===== src/rtl/seg_scan_pkg.sv =====
// Shared constants and slot type for the four-digit multiplexed display scanner.
package seg_scan_pkg;

   localparam int          NUM_DIGITS = 4;
   localparam logic [3:0]  BLANK_CODE = 4'hF;
   localparam logic [3:0]  AN_OFF     = 4'b1111;

   typedef enum logic [1:0] {
      SLOT0 = 2'd0,
      SLOT1 = 2'd1,
      SLOT2 = 2'd2,
      SLOT3 = 2'd3
   } slot_e;

   function automatic logic [3:0] an_select(input slot_e s);
      return ~(4'b0001 << s);
   endfunction

   function automatic slot_e next_slot(input slot_e s);
      return slot_e'(2'(s + 2'd1));
   endfunction

endpackage


===== src/rtl/seg_scan_mux_refresh_tick.sv =====
// Free-running prescaler: counts 0..DIV-1 and flags the last count of each period.
module refresh_tick #(
   parameter int DIV = 100000
) (
   input  logic                     i_clk,
   input  logic                     i_rst_n,
   output logic [$clog2(DIV)-1:0]   o_count,
   output logic                     o_wrap
);

   localparam int CW = $clog2(DIV);

   logic [CW-1:0] r_count;
   logic          w_wrap;

   assign w_wrap  = (r_count == CW'(DIV - 1));
   assign o_count = r_count;
   assign o_wrap  = w_wrap;

   always_ff @(posedge i_clk) begin
      if (!i_rst_n)    r_count <= '0;
      else if (w_wrap) r_count <= '0;
      else             r_count <= r_count + 1'b1;
   end

endmodule


===== src/rtl/seg_scan_mux.sv =====
// Four-digit anode scanner with guard blanking, leading-zero blanking and
// frame-synchronous display updates so a digit never tears mid-frame.
module seg_scan_mux
   import seg_scan_pkg::*;
#(
   parameter int REFRESH_DIV = 100000,
   parameter int GUARD       = 4
) (
   input  logic        clk,
   input  logic        rst_n,
   input  logic        load,
   input  logic [15:0] digits_in,
   input  logic        blank_lz,
   output logic [3:0]  bcd,
   output logic [3:0]  an,
   output logic        frame_start
);

   localparam int TW = $clog2(REFRESH_DIV);

   logic [TW-1:0] w_tick;
   logic          w_wrap;
   logic          w_boundary;
   logic          w_guard;
   logic          w_lz;
   logic          w_blank;
   logic [3:0]    w_nib;

   slot_e         r_idx;
   logic [15:0]   r_display;
   logic [15:0]   r_pending;
   logic          r_pend_valid;
   logic [3:0]    r_an;
   logic [3:0]    r_bcd;
   logic          r_frame_start;

   refresh_tick #(.DIV(REFRESH_DIV)) u_tick (
      .i_clk   (clk),
      .i_rst_n (rst_n),
      .o_count (w_tick),
      .o_wrap  (w_wrap)
   );

   assign w_boundary = w_wrap && (r_idx == SLOT3);
   assign w_guard    = (w_tick < TW'(GUARD));

   always_comb begin
      w_lz  = 1'b0;
      w_nib = r_display[3:0];
      unique case (r_idx)
         SLOT0: begin w_lz = 1'b0;                     w_nib = r_display[3:0];   end
         SLOT1: begin w_lz = (r_display[15:4]  == '0); w_nib = r_display[7:4];   end
         SLOT2: begin w_lz = (r_display[15:8]  == '0); w_nib = r_display[11:8];  end
         SLOT3: begin w_lz = (r_display[15:12] == '0); w_nib = r_display[15:12]; end
      endcase
   end

   assign w_blank = w_guard || (blank_lz && w_lz);

   always_ff @(posedge clk) begin
      if (!rst_n) begin
         r_idx <= SLOT0;
      end else if (w_wrap) begin
         r_idx <= next_slot(r_idx);
      end
   end

   // A load landing on the boundary itself bypasses the pending buffer.
   always_ff @(posedge clk) begin
      if (!rst_n) begin
         r_display    <= '0;
         r_pending    <= '0;
         r_pend_valid <= 1'b0;
      end else if (w_boundary) begin
         if (load)              r_display <= digits_in;
         else if (r_pend_valid) r_display <= r_pending;
         r_pend_valid <= 1'b0;
      end else if (load) begin
         r_pending    <= digits_in;
         r_pend_valid <= 1'b1;
      end
   end

   always_ff @(posedge clk) begin
      if (!rst_n) begin
         r_an          <= AN_OFF;
         r_bcd         <= BLANK_CODE;
         r_frame_start <= 1'b0;
      end else begin
         r_an          <= w_blank ? AN_OFF     : an_select(r_idx);
         r_bcd         <= w_blank ? BLANK_CODE : w_nib;
         r_frame_start <= w_boundary;
      end
   end

   assign an          = r_an;
   assign bcd         = r_bcd;
   assign frame_start = r_frame_start;

endmodule


===== config.mk =====
export PLATFORM = sky130hd
export DESIGN_NAME = seg_scan_mux
export DESIGN_NICKNAME = d
export VERILOG_FILES = /design/src/rtl/seg_scan_pkg.sv /design/src/rtl/seg_scan_mux_refresh_tick.sv /design/src/rtl/seg_scan_mux.sv
export SDC_FILE = /design/constraint.sdc
export NUM_CORES = 1
export LEC_CHECK = 0
export CAP_MARGIN = 20
export CORE_MARGIN = 2
export CORE_UTILIZATION = 40
export DETAILED_ROUTE_END_ITERATION = 7
export HOLD_SLACK_MARGIN = 0.1
export PLACE_DENSITY_LB_ADDON = 0.25
export SYNTH_ARGS = -nofsm -noshare
export SYNTH_HDL_FRONTEND = slang
export SYNTH_SLANG_ARGS = --single-unit

===== constraint.sdc =====
create_clock -name clk -period 3 [get_ports clk]
set_input_delay 0.45 -clock clk [delete_from_list [all_inputs] [get_ports clk]]
set_output_delay 0.45 -clock clk [all_outputs]
set_load 0.005 [all_outputs]

==> reports/results.tsv <==
stage	metric	value	unit
clock_network	insertion_delay	350	ps
placement	portBuffers	28	
sta	period_share	0.719	
clock_network	cts_tree	yes	
floorplan	start_util	0.417	
clock_network	cts.clk_slew.worst_paths	60	ps
global_route	overflow	0	
power	power_density	539	mW/mm^2
yosys	yosysMostFrequentCell	nand2_1	
drt	routedWlPerCell	12.6	microns
power	ir_drop	224	uV
floorplan	core_area	0.00683	sq mm
worst_setup_path	cp.required	3200	ps
global_route	grt_pass1_vias	2024	
placement	place_ws	766	ps
worst_setup_path	worst-path-max-fanout	17	
placement	place.gp.congestion	0.808	
floorplan	std_cell_rows	30	
job	drv_cap	0	
yosys	async_flop_share	0	
yosys	yosysTopAreaCellShare	0.429	
clock_network	numCtsBuffers	9	
sta	rsz0062_at_grt	no	
worst_setup_path	startpoint_type	register	
final_layout	utilization	0.499	
yosys	syn-mean-instance-area	8.98	sq um
yosys	synth_edf_count	0	
final_layout	n_antenna_cell	0	
yosys	yosys_register_bits	61	
yosys	synthesis.nets	343	
placement	place_inst	428	
sta	timing.slew.headroom	0.516	
clock_network	htreeDepth	3	
global_route	grt_pass1_wl	9.36	mm
global_route	grt_use_total	0.157	
global_route	grt_max_degree	68	
power	p_leak	0.00125	uW
clock_network	cts-hold-fix-buffers	0	
clock_network	root_buffer	clkbuf_8	
final_layout	layout.nets	369	
drt	vias	2215	
worst_setup_path	critPathCaptureType	register	
yosys	ys_types	37	
floorplan	dieWidth	88.4	microns
floorplan	die_y	88.4	microns
clock_network	post_cts_buffers	0	
yosys	synth_area_leaders	dfxtp_1 43%, mux2i_1 11%, nand2_1 11%, mux2_2 6.3%, ha_1 2.6%	
final_layout	layout-drive-gt1-share	0.132	
clock_network	cts_max_path_buffers	2	
sta	finalSetupTns	0	ps
drt	routed_wirelength	5.60	mm
sta	period_needed	2160	ps
sta	worst_pin_slew	726	ps
sta	finalMaxSlewViolations	0	
drt	dr.pass1.iters	4	
sta	hold_violations	0	
yosys	synth_common_cells	82 x nand2_1, 61 x dfxtp_1, 32 x mux2i_1, 17 x nor2_1, 16 x mux2_2	
drt	dr.first_iter.drc_count	114	
worst_setup_path	arrival	2360	ps
floorplan	ios	29	
sta	layout_setup_ws	844	ps
yosys	yosys_warnings	0	
final_layout	fin_cells	444	
floorplan	dieArea	0.00781	sq mm
drt	ant_nets	0	
worst_setup_path	crit_type	reg2reg	
clock_network	clock-sinks	61	
yosys	synthCells	317	
run_status	status	completed	
final_layout	syn_to_final_growth	19.7	%
power	power	1840	uW
sta	setup_viol_count_final	0	
hold_path	hp-class	in2reg	
final_layout	nFillCells	684	
drt	drc_errors	0	
clock_network	ctsResizeCount	0	
sta	fmax	464	MHz
placement	hpwl	3.81	mm
sta	clock_skew	10.1	ps
global_route	antenna_found_initial	0	
yosys	syn-cell-area	0.00285	sq mm
yosys	yosysTopAreaCell	dfxtp_1	
yosys	synth-main-ff-cell	dfxtp_1	
drt	via_per_inst	4.99	
yosys	seq_area_frac_synth	0.429	
## sequential cells by signal, summed over array words and instances (netlist names)
name / flops
u_tick.o_count: 17
frame_start: 1
r_idx: 2
r_pend_valid: 1
r_display: 16
an: 4
bcd: 4
r_pending: 16
## stage by stage
stage	hold WS, ps	cell area, sq um
finish	416	3410
global route	420	3410
CTS	393	3410
detailed placement	448	3160
global placement	440	3160
floorplan	432	2850
## metal layers
layer	global-route usage	wire length [microns]	vias to the layer above	share of wire
li1	-	-	1131	-
met1	0.214	2930	1038	0.52
met2	0.221	2340	42	0.42
met3	0.0606	266	4	0.048
met4	0.0702	57	0	0.010
met5	0	0	-	0
## worst max-delay path, cell delays in order, from the launching register on
cell and delay, ps:
dfxtp_1 400, ha_1 320, nand2_1 100, or4_4 480
o21ai_2 600, nor2_1 110
## layout make-up
| type | instances | area, sq um | area share |
|---|---|---|---|
| Sequential cell | 61 | 1220 | 0.358 |
| Timing Repair Buffer | 32 | 305 | 0.0896 |
| Tap cell | 96 | 120 | 0.0353 |
| Clock inverter | 3 | 65.1 | 0.0191 |
| Multi-Input combinational cell | 228 | 1480 | 0.433 |
| Inverter | 11 | 41.3 | 0.0121 |
| Clock buffer | 13 | 179 | 0.0525 |
## cells in the final DEF, fill, tap and decap left out, drive strengths merged
master | netlist | layout
nand2 | 82 | 82
dfxtp | 61 | 61
mux2i | 32 | 32
clkdlybuf4s50 | 0 | 27
nor2 | 17 | 17
mux2 | 16 | 16
clkbuf | 9 | 13
inv | 11 | 11
o21ai | 10 | 10
nor4 | 9 | 9
xnor2 | 8 | 8
a21oi | 7 | 7
nand3 | 7 | 7
ha | 6 | 6
nand4 | 5 | 5
xor2 | 5 | 5
nor3 | 5 | 5
buf | 8 | 5
or3 | 5 | 5
a222oi | 4 | 4
bufinv | 0 | 2
or4 | 2 | 2
o31a | 1 | 1
nor2b | 1 | 1
a41oi | 1 | 1
o211a | 1 | 1
and4 | 1 | 1
o41ai | 1 | 1
or3b | 1 | 1
and3 | 1 | 1
clkinv | 0 | 1
## path summary, 6_finish.rpt
path / startpoint / to / slack [ps] / cells past startpoint
max: u_tick.o_count[0]$_SDFF_PP0_ / u_tick.o_count[2]$_SDFF_PP0_ / 840 / 5
min: rst_n / r_idx[0]$_SDFFE_PN0N_ / 420 / 3
max reg2reg: u_tick.o_count[0]$_SDFF_PP0_ / u_tick.o_count[2]$_SDFF_PP0_ / 840 / 5
min reg2reg: r_pending[11]$_SDFFE_PN0P_ / r_pending[11]$_SDFFE_PN0P_ / 450 / 2
## cells by family after synthesis
| kind of cell | synth area share |
|---|---|
| compound gates | 0.0580 |
| simple gates | 0.218 |
| flops | 0.429 |
| buf+inv | 0.0527 |
| fa+ha+maj | 0.0264 |
| xor+xnor | 0.0400 |
| mux | 0.176 |
## power breakdown
group	leakage (uW)	internal (uW)	switching [uW]	total, uW
registers	0.000496	830	11.8	842
clock network	0.000126	557	316	874
logic	0.000624	64.7	57.2	122
No activity file was read; power rests on OpenSTA's default activity.
